$ cat config.mk
export PLATFORM = sky130hd
export DESIGN_NAME = mpi_eth_rx_parser
export DESIGN_NICKNAME = d
export VERILOG_FILES = /design/src/rtl/mpi_eth_pkg.sv /design/src/rtl/axis_reg_slice.sv /design/src/rtl/mpi_eth_rx_parser.sv
export SDC_FILE = /design/constraint.sdc
export NUM_CORES = 1
export LEC_CHECK = 0
export BUFFER_PORTS_ARGS = -buffer_cell sky130_fd_sc_hd__buf_2
export CAP_MARGIN = 10
export CORE_MARGIN = 1
export CORE_UTILIZATION = 60
export CTS_BUF_LIST = sky130_fd_sc_hd__clkbuf_4 sky130_fd_sc_hd__clkbuf_8
export DETAILED_ROUTE_END_ITERATION = 16
export PLACE_DENSITY_LB_ADDON = 0.25
export SYNTH_ARGS = -nofsm -noshare
export SYNTH_HDL_FRONTEND = slang
export SYNTH_SLANG_ARGS = --single-unit
$ cat constraint.sdc
create_clock -name clk -period 6.7 [get_ports clk]
set_input_delay 0.67 -clock clk [delete_from_list [all_inputs] [get_ports clk]]
set_output_delay 0.67 -clock clk [all_outputs]
set_load 0.03 [all_outputs]
$ cat src/rtl/mpi_eth_pkg.sv
// Shared definitions for the MPI/Ethernet receive parser: parser states,
// header type codes and the bit offsets of every header field within its beat.
package mpi_eth_pkg;

  typedef enum logic [2:0] {
    H0      = 3'd0,
    H1      = 3'd1,
    H2      = 3'd2,
    H3      = 3'd3,
    PAYLOAD = 3'd4,
    DROP    = 3'd5
  } state_t;

  localparam logic [15:0] HDR_TYPE_ETH = 16'd1;
  localparam logic [15:0] HDR_TYPE_MPI = 16'd2;

  // beat0 / beat1
  localparam int MAC_LSB      = 0;
  localparam int RANK_LSB     = 48;
  localparam int TYPE_LSB     = 48;
  // beat2
  localparam int PKT_TYPE_LSB = 0;
  localparam int SRC_RANK_LSB = 8;
  localparam int TAG_LSB      = 16;
  localparam int SIZE_LSB     = 32;
  // beat3
  localparam int IP_DST_LSB   = 0;
  localparam int IP_SRC_LSB   = 32;

endpackage

$ cat src/rtl/axis_reg_slice.sv
// Single-stage stream register: one cycle of latency, full throughput, and the
// output beat is held until the downstream side accepts it.
module axis_reg_slice (
  input  logic        clk,
  input  logic        aresetn,
  input  logic [63:0] in_data,
  input  logic [7:0]  in_keep,
  input  logic        in_last,
  input  logic        in_valid,
  output logic        in_ready,
  output logic [63:0] out_data,
  output logic [7:0]  out_keep,
  output logic        out_last,
  output logic        out_valid,
  input  logic        out_ready
);

  logic load;

  // The register can take a new beat when it is empty or is being drained now.
  assign in_ready = aresetn && (!out_valid || out_ready);
  assign load     = in_valid && (!out_valid || out_ready);

  always_ff @(posedge clk or negedge aresetn) begin
    if (!aresetn) begin
      out_data  <= '0;
      out_keep  <= '0;
      out_last  <= 1'b0;
      out_valid <= 1'b0;
    end else if (load) begin
      out_data  <= in_data;
      out_keep  <= in_keep;
      out_last  <= in_last;
      out_valid <= 1'b1;
    end else if (out_ready) begin
      out_valid <= 1'b0;
    end
  end

endmodule

$ cat src/rtl/mpi_eth_rx_parser.sv
// Receive-side parser: strips the ETH/MPI header, publishes its fields, filters
// frames by rank and forwards the payload through a register slice.
module mpi_eth_rx_parser
  import mpi_eth_pkg::*;
#(
  parameter int CNT_WIDTH = 32,
  parameter bit FILTER_EN = 1'b1
) (
  input  logic                 clk,
  input  logic                 aresetn,
  input  logic [63:0]          stream_in_DATA,
  input  logic [7:0]           stream_in_KEEP,
  input  logic                 stream_in_LAST,
  input  logic                 stream_in_VALID,
  output logic                 stream_in_READY,
  output logic [63:0]          stream_out_DATA,
  output logic [7:0]           stream_out_KEEP,
  output logic                 stream_out_LAST,
  output logic                 stream_out_VALID,
  input  logic                 stream_out_READY,
  input  logic [15:0]          my_rank,
  output logic                 hdr_valid,
  output logic [15:0]          hdr_type,
  output logic [47:0]          mac_dst,
  output logic [47:0]          mac_src,
  output logic [15:0]          dst_rank,
  output logic [7:0]           src_rank,
  output logic [7:0]           packet_type,
  output logic [7:0]           tag,
  output logic [31:0]          size,
  output logic [31:0]          ip_dst,
  output logic [31:0]          ip_src,
  output logic                 err_short,
  output logic                 err_type,
  output logic [CNT_WIDTH-1:0] frames_ok,
  output logic [CNT_WIDTH-1:0] frames_dropped
);

  state_t state, next_state;

  logic        slice_ready, in_acc, filter_miss, out_last_done;
  logic        pub_eth, pub_mpi, set_err_short, set_err_type, inc_drop, inc_ok_hdr;
  logic [15:0] beat_type;

  logic [47:0] sh_mac_dst, sh_mac_src;
  logic [15:0] sh_dst_rank, sh_type;
  logic [7:0]  sh_pkt_type, sh_src_rank, sh_tag;
  logic [31:0] sh_size;
  logic        sh_rank_miss;

  assign stream_in_READY = aresetn && ((state == PAYLOAD) ? slice_ready : 1'b1);
  assign in_acc          = stream_in_VALID && stream_in_READY;
  assign beat_type       = stream_in_DATA[TYPE_LSB +: 16];
  assign filter_miss     = FILTER_EN && sh_rank_miss;
  assign out_last_done   = stream_out_VALID && stream_out_READY && stream_out_LAST;

  axis_reg_slice u_slice (
    .clk       (clk),
    .aresetn   (aresetn),
    .in_data   (stream_in_DATA),
    .in_keep   (stream_in_KEEP),
    .in_last   (stream_in_LAST),
    .in_valid  (stream_in_VALID && (state == PAYLOAD)),
    .in_ready  (slice_ready),
    .out_data  (stream_out_DATA),
    .out_keep  (stream_out_KEEP),
    .out_last  (stream_out_LAST),
    .out_valid (stream_out_VALID),
    .out_ready (stream_out_READY)
  );

  function automatic logic [CNT_WIDTH-1:0] sat_add(input logic [CNT_WIDTH-1:0] c,
                                                   input logic [1:0] n);
    logic [CNT_WIDTH:0] s;
    s = {1'b0, c} + {{(CNT_WIDTH-1){1'b0}}, n};
    return s[CNT_WIDTH] ? '1 : s[CNT_WIDTH-1:0];
  endfunction

  always_ff @(posedge clk or negedge aresetn) begin
    if (!aresetn) state <= H0;
    else          state <= next_state;
  end

  always_comb begin
    next_state    = state;
    pub_eth       = 1'b0;
    pub_mpi       = 1'b0;
    set_err_short = 1'b0;
    set_err_type  = 1'b0;
    inc_drop      = 1'b0;
    inc_ok_hdr    = 1'b0;
    if (in_acc) begin
      case (state)
        H0: begin
          if (stream_in_LAST) begin
            set_err_short = 1'b1;
            inc_drop      = 1'b1;
          end else begin
            next_state = H1;
          end
        end
        H1: begin
          if (beat_type == HDR_TYPE_MPI) begin
            if (stream_in_LAST) begin
              set_err_short = 1'b1;
              inc_drop      = 1'b1;
              next_state    = H0;
            end else begin
              next_state = H2;
            end
          end else if (beat_type == HDR_TYPE_ETH) begin
            if (filter_miss) begin
              inc_drop   = stream_in_LAST;
              next_state = stream_in_LAST ? H0 : DROP;
            end else begin
              pub_eth    = 1'b1;
              inc_ok_hdr = stream_in_LAST;
              next_state = stream_in_LAST ? H0 : PAYLOAD;
            end
          end else begin
            set_err_type = 1'b1;
            inc_drop     = stream_in_LAST;
            next_state   = stream_in_LAST ? H0 : DROP;
          end
        end
        H2: begin
          if (stream_in_LAST) begin
            set_err_short = 1'b1;
            inc_drop      = 1'b1;
            next_state    = H0;
          end else begin
            next_state = H3;
          end
        end
        H3: begin
          if (filter_miss) begin
            inc_drop   = stream_in_LAST;
            next_state = stream_in_LAST ? H0 : DROP;
          end else begin
            pub_mpi    = 1'b1;
            inc_ok_hdr = stream_in_LAST;
            next_state = stream_in_LAST ? H0 : PAYLOAD;
          end
        end
        PAYLOAD: if (stream_in_LAST) next_state = H0;
        DROP: begin
          if (stream_in_LAST) begin
            inc_drop   = 1'b1;
            next_state = H0;
          end
        end
        default: next_state = H0;
      endcase
    end
  end

  // Header beats land in shadow registers; the visible fields only change together with hdr_valid.
  always_ff @(posedge clk or negedge aresetn) begin
    if (!aresetn) begin
      sh_mac_dst   <= '0;
      sh_dst_rank  <= '0;
      sh_rank_miss <= 1'b0;
      sh_mac_src   <= '0;
      sh_type      <= '0;
      sh_pkt_type  <= '0;
      sh_src_rank  <= '0;
      sh_tag       <= '0;
      sh_size      <= '0;
      hdr_valid    <= 1'b0;
      err_short    <= 1'b0;
      err_type     <= 1'b0;
      hdr_type     <= '0;
      mac_dst      <= '0;
      mac_src      <= '0;
      dst_rank     <= '0;
      src_rank     <= '0;
      packet_type  <= '0;
      tag          <= '0;
      size         <= '0;
      ip_dst       <= '0;
      ip_src       <= '0;
      frames_ok      <= '0;
      frames_dropped <= '0;
    end else begin
      hdr_valid <= pub_eth || pub_mpi;
      err_short <= set_err_short;
      err_type  <= set_err_type;
      if (in_acc && state == H0) begin
        sh_mac_dst   <= stream_in_DATA[MAC_LSB +: 48];
        sh_dst_rank  <= stream_in_DATA[RANK_LSB +: 16];
        sh_rank_miss <= stream_in_DATA[RANK_LSB +: 16] != my_rank;
      end
      if (in_acc && state == H1) begin
        sh_mac_src <= stream_in_DATA[MAC_LSB +: 48];
        sh_type    <= beat_type;
      end
      if (in_acc && state == H2) begin
        sh_pkt_type <= stream_in_DATA[PKT_TYPE_LSB +: 8];
        sh_src_rank <= stream_in_DATA[SRC_RANK_LSB +: 8];
        sh_tag      <= stream_in_DATA[TAG_LSB +: 8];
        sh_size     <= stream_in_DATA[SIZE_LSB +: 32];
      end
      if (pub_eth) begin
        mac_dst     <= sh_mac_dst;
        dst_rank    <= sh_dst_rank;
        mac_src     <= stream_in_DATA[MAC_LSB +: 48];
        hdr_type    <= beat_type;
        packet_type <= '0;
        src_rank    <= '0;
        tag         <= '0;
        size        <= '0;
        ip_dst      <= '0;
        ip_src      <= '0;
      end
      if (pub_mpi) begin
        mac_dst     <= sh_mac_dst;
        dst_rank    <= sh_dst_rank;
        mac_src     <= sh_mac_src;
        hdr_type    <= sh_type;
        packet_type <= sh_pkt_type;
        src_rank    <= sh_src_rank;
        tag         <= sh_tag;
        size        <= sh_size;
        ip_dst      <= stream_in_DATA[IP_DST_LSB +: 32];
        ip_src      <= stream_in_DATA[IP_SRC_LSB +: 32];
      end
      // A zero-payload frame can complete while the previous frame's LAST drains, so add up to two.
      frames_ok      <= sat_add(frames_ok, {1'b0, inc_ok_hdr} + {1'b0, out_last_done});
      frames_dropped <= sat_add(frames_dropped, {1'b0, inc_drop});
    end
  end

endmodule

==> metrics.md <==
| Metric | Value |
|---|---|
| Post-synth top area share | `0.6302` |
| Ports | `483` |
| Synthesized cell area | `0.02291 mm²` |
| Slew @ Worst Pin | `1.057 ns` |
| Worst VDD drop | `0.0003063 V` |
| CTS tree | `built` |
| Hold slack | `~0.048 ns` |
| Setup_tns | `0 ns` |
| Placed inst area | `0.02576 mm²` |
| CORE AREA | `0.03758 mm²` |
| Synth warn | `0` |
| Synth Register Bits | `577` |
| Tcrit/Tclk final | `0.5672` |
| Relative slew slack | `0.2955` |
| CTS resizes | `0` |
| RSZ-0062 raised after global routing | `false` |
| Vias in the first global route | `15810` |
| Largest net degree at the start of global routing | `189` |
| Die width | `197.4 µm` |
| Register area | `0.01444 mm²` |
| DR vias | `about 16000` |
| Synthesis-to-finish area growth | `21.20%` |
| LEAKAGE | `14.38 nW` |
| Post-route antenna net violation count | `0` |
| Die area | `0.03897 mm²` |
| Distinct cells, synth | `50` |
| GR Util met2 | `0.4812` |
| Worst slack at placement | `2.325 ns` |
| Initial DRT Pass Iterations | `7` |
| R2R Setup Slk | `roughly 2.9 ns` |
| Initial drt markers | `945` |
| First-pass GRT wire length | `91980 µm` |
| Worst-path clk slew | `0.06 ns` |
| Reg2reg end | `frames_dropped[6]$_DFF_PN0_` |
| Final std cells w/o fill | `between 2000 and 3000` |
| Worst-Skew Late Latency | `between 0.6 and 0.7 ns` |
| Gate Count Post-Synth | `between 1500 and 2000` |
| Clock root buffer | `clkbuf_8` |
| Longest Clk Path Bufs | `3` |
| Crit path launch type | `flop` |
| Routed WL | `59500 µm` |
| Reg2Reg Depth | `9` |
| Number of synthesized flops with an enable pin | `0` |
| Grt met1 use | `0.4117` |
| Outcome | `complete, no violations` |
| Final Instance Area | `0.02777 mm²` |
| Final Max Slew Viols | `0` |
| Async SR Flop Fraction | `1.000` |
| Filler cells | `2489` |
| Inst Count DP | `2488` |
| Clock sink total | `577` |
| Hold Path Class | `input port to asynchronous set/reset pin` |
| Max-Cap Viols | `0` |
| Multi-input logic area | `0.008103 mm²` |
| Synth top area cells | `dfrtp_1, mux2_2, a22o_1, clkbuf_1, xnor2_1` |
| Power after layout | `9.483 mW` |
| H-tree depth | `3` |
| Area leader, netlist | `dfrtp_1` |
| Overflow after GRT | `0` |
| Detailed placement HPWL | `38930 µm` |
| Highest Clock Rate | `0.2631 GHz` |
| Critical Path AT | `4.35 ns` |
| Drt via density | `5.917` |
| Avg WL per Cell | `~22 µm` |
| Predominant post-synthesis flop cell | `dfrtp_1` |
| Reg2reg start | `state[1]$_DFFE_PN0P_` |
| Busiest layer in global routing | `met2` |
| GRT Overall Usage | `0.3086` |
| Num CTS Buffers | `93` |
| Setup CP Type | `flop to flop` |
| Mean post-synth cell area | `14.59 µm²` |
| Die extent in y | `197.4 µm` |
| IO buf count | `482` |
| Final setup fails | `0` |
| Synthesized net count | `1667` |
| Final-report hold violation count | `0` |
| Initial antenna violation count | `2` |
| Seq/Total Area, Yosys | `0.6302` |
| Critical-path maximum fanout | `27` |
| Layout cells sized above 1 | `0.5152` |
| DR DRC count | `0` |
| Setup Skew | `0.02891 ns` |
| Fin nets | `between 2000 and 2500` |
| Setup WS post-layout | `2.900 ns` |
| Setup Buffers After CTS | `0` |
| Row cnt | `71` |
| GR Util met3 | `0.08929` |
| Hold_buf cts | `0` |
| Final core occ | `0.7390` |
| Cell Pwr Density | `between 300 and 400 mW/mm²` |
| Period minus WS final | `3.801 ns` |
| Critical Path Sink Type | `flop` |
| Routability cong. | `0.9383` |
| WP data required | `7.25 ns` |
| Initial core utilization | `0.6097` |
==> where the power goes <==
group / switching (mW) / total (mW) / leakage [nW] / internal, mW
Sequential: 0.362 / 4.49 / 7.64 / 4.13
Combinational: 1.03 / 1.80 / 5.67 / 0.775
Clock: 1.36 / 3.19 / 1.08 / 1.83
Total: 2.75 / 9.48 / 14.4 / 6.74
==> kinds of logic (layout without fill, tap and decap cells) <==
group | count (synthesis) | in the layout | share of synthesized area
AO/OA/AOI/OAI | 204 | 204 | 0.07121
AND/OR/NAND/NOR | 228 | 228 | 0.05543
XOR/XNOR | 35 | 35 | 0.01338
other | 0 | 2 | 0
multiplexers | 426 | 426 | 0.2094
adder cells (fa/ha/maj) | 4 | 4 | 0.002512
buffers and inverters | 96 | 669 | 0.01786
flip-flops | 577 | 577 | 0.6302
==> cell usage in the layout (no fill, tap or decap), drive strengths merged, types with 2 or more instances in the layout <==
| cell type | count |
|---|---|
| o31ai | 9 |
| ha | 3 |
| diode | 2 |
| nand4 | 27 |
| or4 | 11 |
| a2bb2oi | 2 |
| and4 | 11 |
| nand3b | 3 |
| nor2 | 19 |
| nor3 | 14 |
| and3 | 14 |
| a21oi | 8 |
| mux2 | 426 |
| dfrtp | 577 |
| clkbuf | 149 |
| clkinv | 12 |
| a41oi | 2 |
| nor4 | 12 |
| nand2 | 46 |
| inv | 6 |
| or3 | 11 |
| nand3 | 43 |
| xor2 | 7 |
| a22o | 135 |
| and2 | 3 |
| nand2b | 8 |
| o21ai | 19 |
| bufinv | 2 |
| buf | 499 |
| a31oi | 18 |
| xnor2 | 28 |
| o41ai | 3 |
==> how the worst max path moves through the flow <==
stage                                              end               startpoint  slack (ns)  cells past startpoint
after detailed placement  frames_dropped[13]$_DFF_PN0_                  aresetn        2.33                     10
after global placement    frames_dropped[13]$_DFF_PN0_                  aresetn        2.40                     10
after floorplan           frames_dropped[14]$_DFF_PN0_         stream_out_READY        3.17                     13
after global routing           frames_ok[27]$_DFF_PN0_  filter_miss$_DFFE_PN0P_        2.66                     10
final                      frames_dropped[6]$_DFF_PN0_     state[1]$_DFFE_PN0P_        2.90                      9
after CTS                  frames_dropped[6]$_DFF_PN0_     state[1]$_DFFE_PN0P_        2.96                      9
==> flip-flops by register name, indices dropped and copies added, names as in the netlist, 32 cells and up <==
signal and count:
size 32, frames_dropped 32, sh_size 32, frames_ok 32, ip_dst 32, mac_src 48, sh_mac_dst 48, ip_src 32
u_slice.out_data 64, mac_dst 48, sh_mac_src 48
==> final cells by class <==
class                   instances  area share
repair buffers                499     0.09228
flip-flops and latches        577      0.5200
inverters                       4   0.0006308
clock buffers                 149     0.06687
well taps                     511     0.02303
diodes                          2   0.0001802
multi-input cells             897      0.2918
clock inverters                17    0.005227
==> per-layer routing <==
layer / routed length, µm / share of wire
met3: 5080 / 0.085
met5: 13 / 0.00022
met4: 1807 / 0.030
met1: 24290 / 0.41
met2: 28310 / 0.48
==> synthesized netlist by cell type, types with 14 or more instances <==
cell	instances
nand2_1	46
buf_2	15
dfrtp_1	577
o21ai_0	19
nand3_1	39
xnor2_1	28
nor2_1	19
clkbuf_1	67
nand4_1	27
a22o_1	135
a31oi_1	18
mux2_2	426
nor3_1	14
and3_1	14
==> critical path, stage by stage, from the launching register on <==
cell	delay [ns]
dfrtp_1	0.70
o41a_1	0.29
nand3_1	0.13
a31oi_1	0.23
ha_1	0.26
ha_1	0.23
nand3_2	0.12
or4_1	0.77
or4_4	0.81
o21ai_0	0.14
No activity file was read; power rests on OpenSTA's default activity.
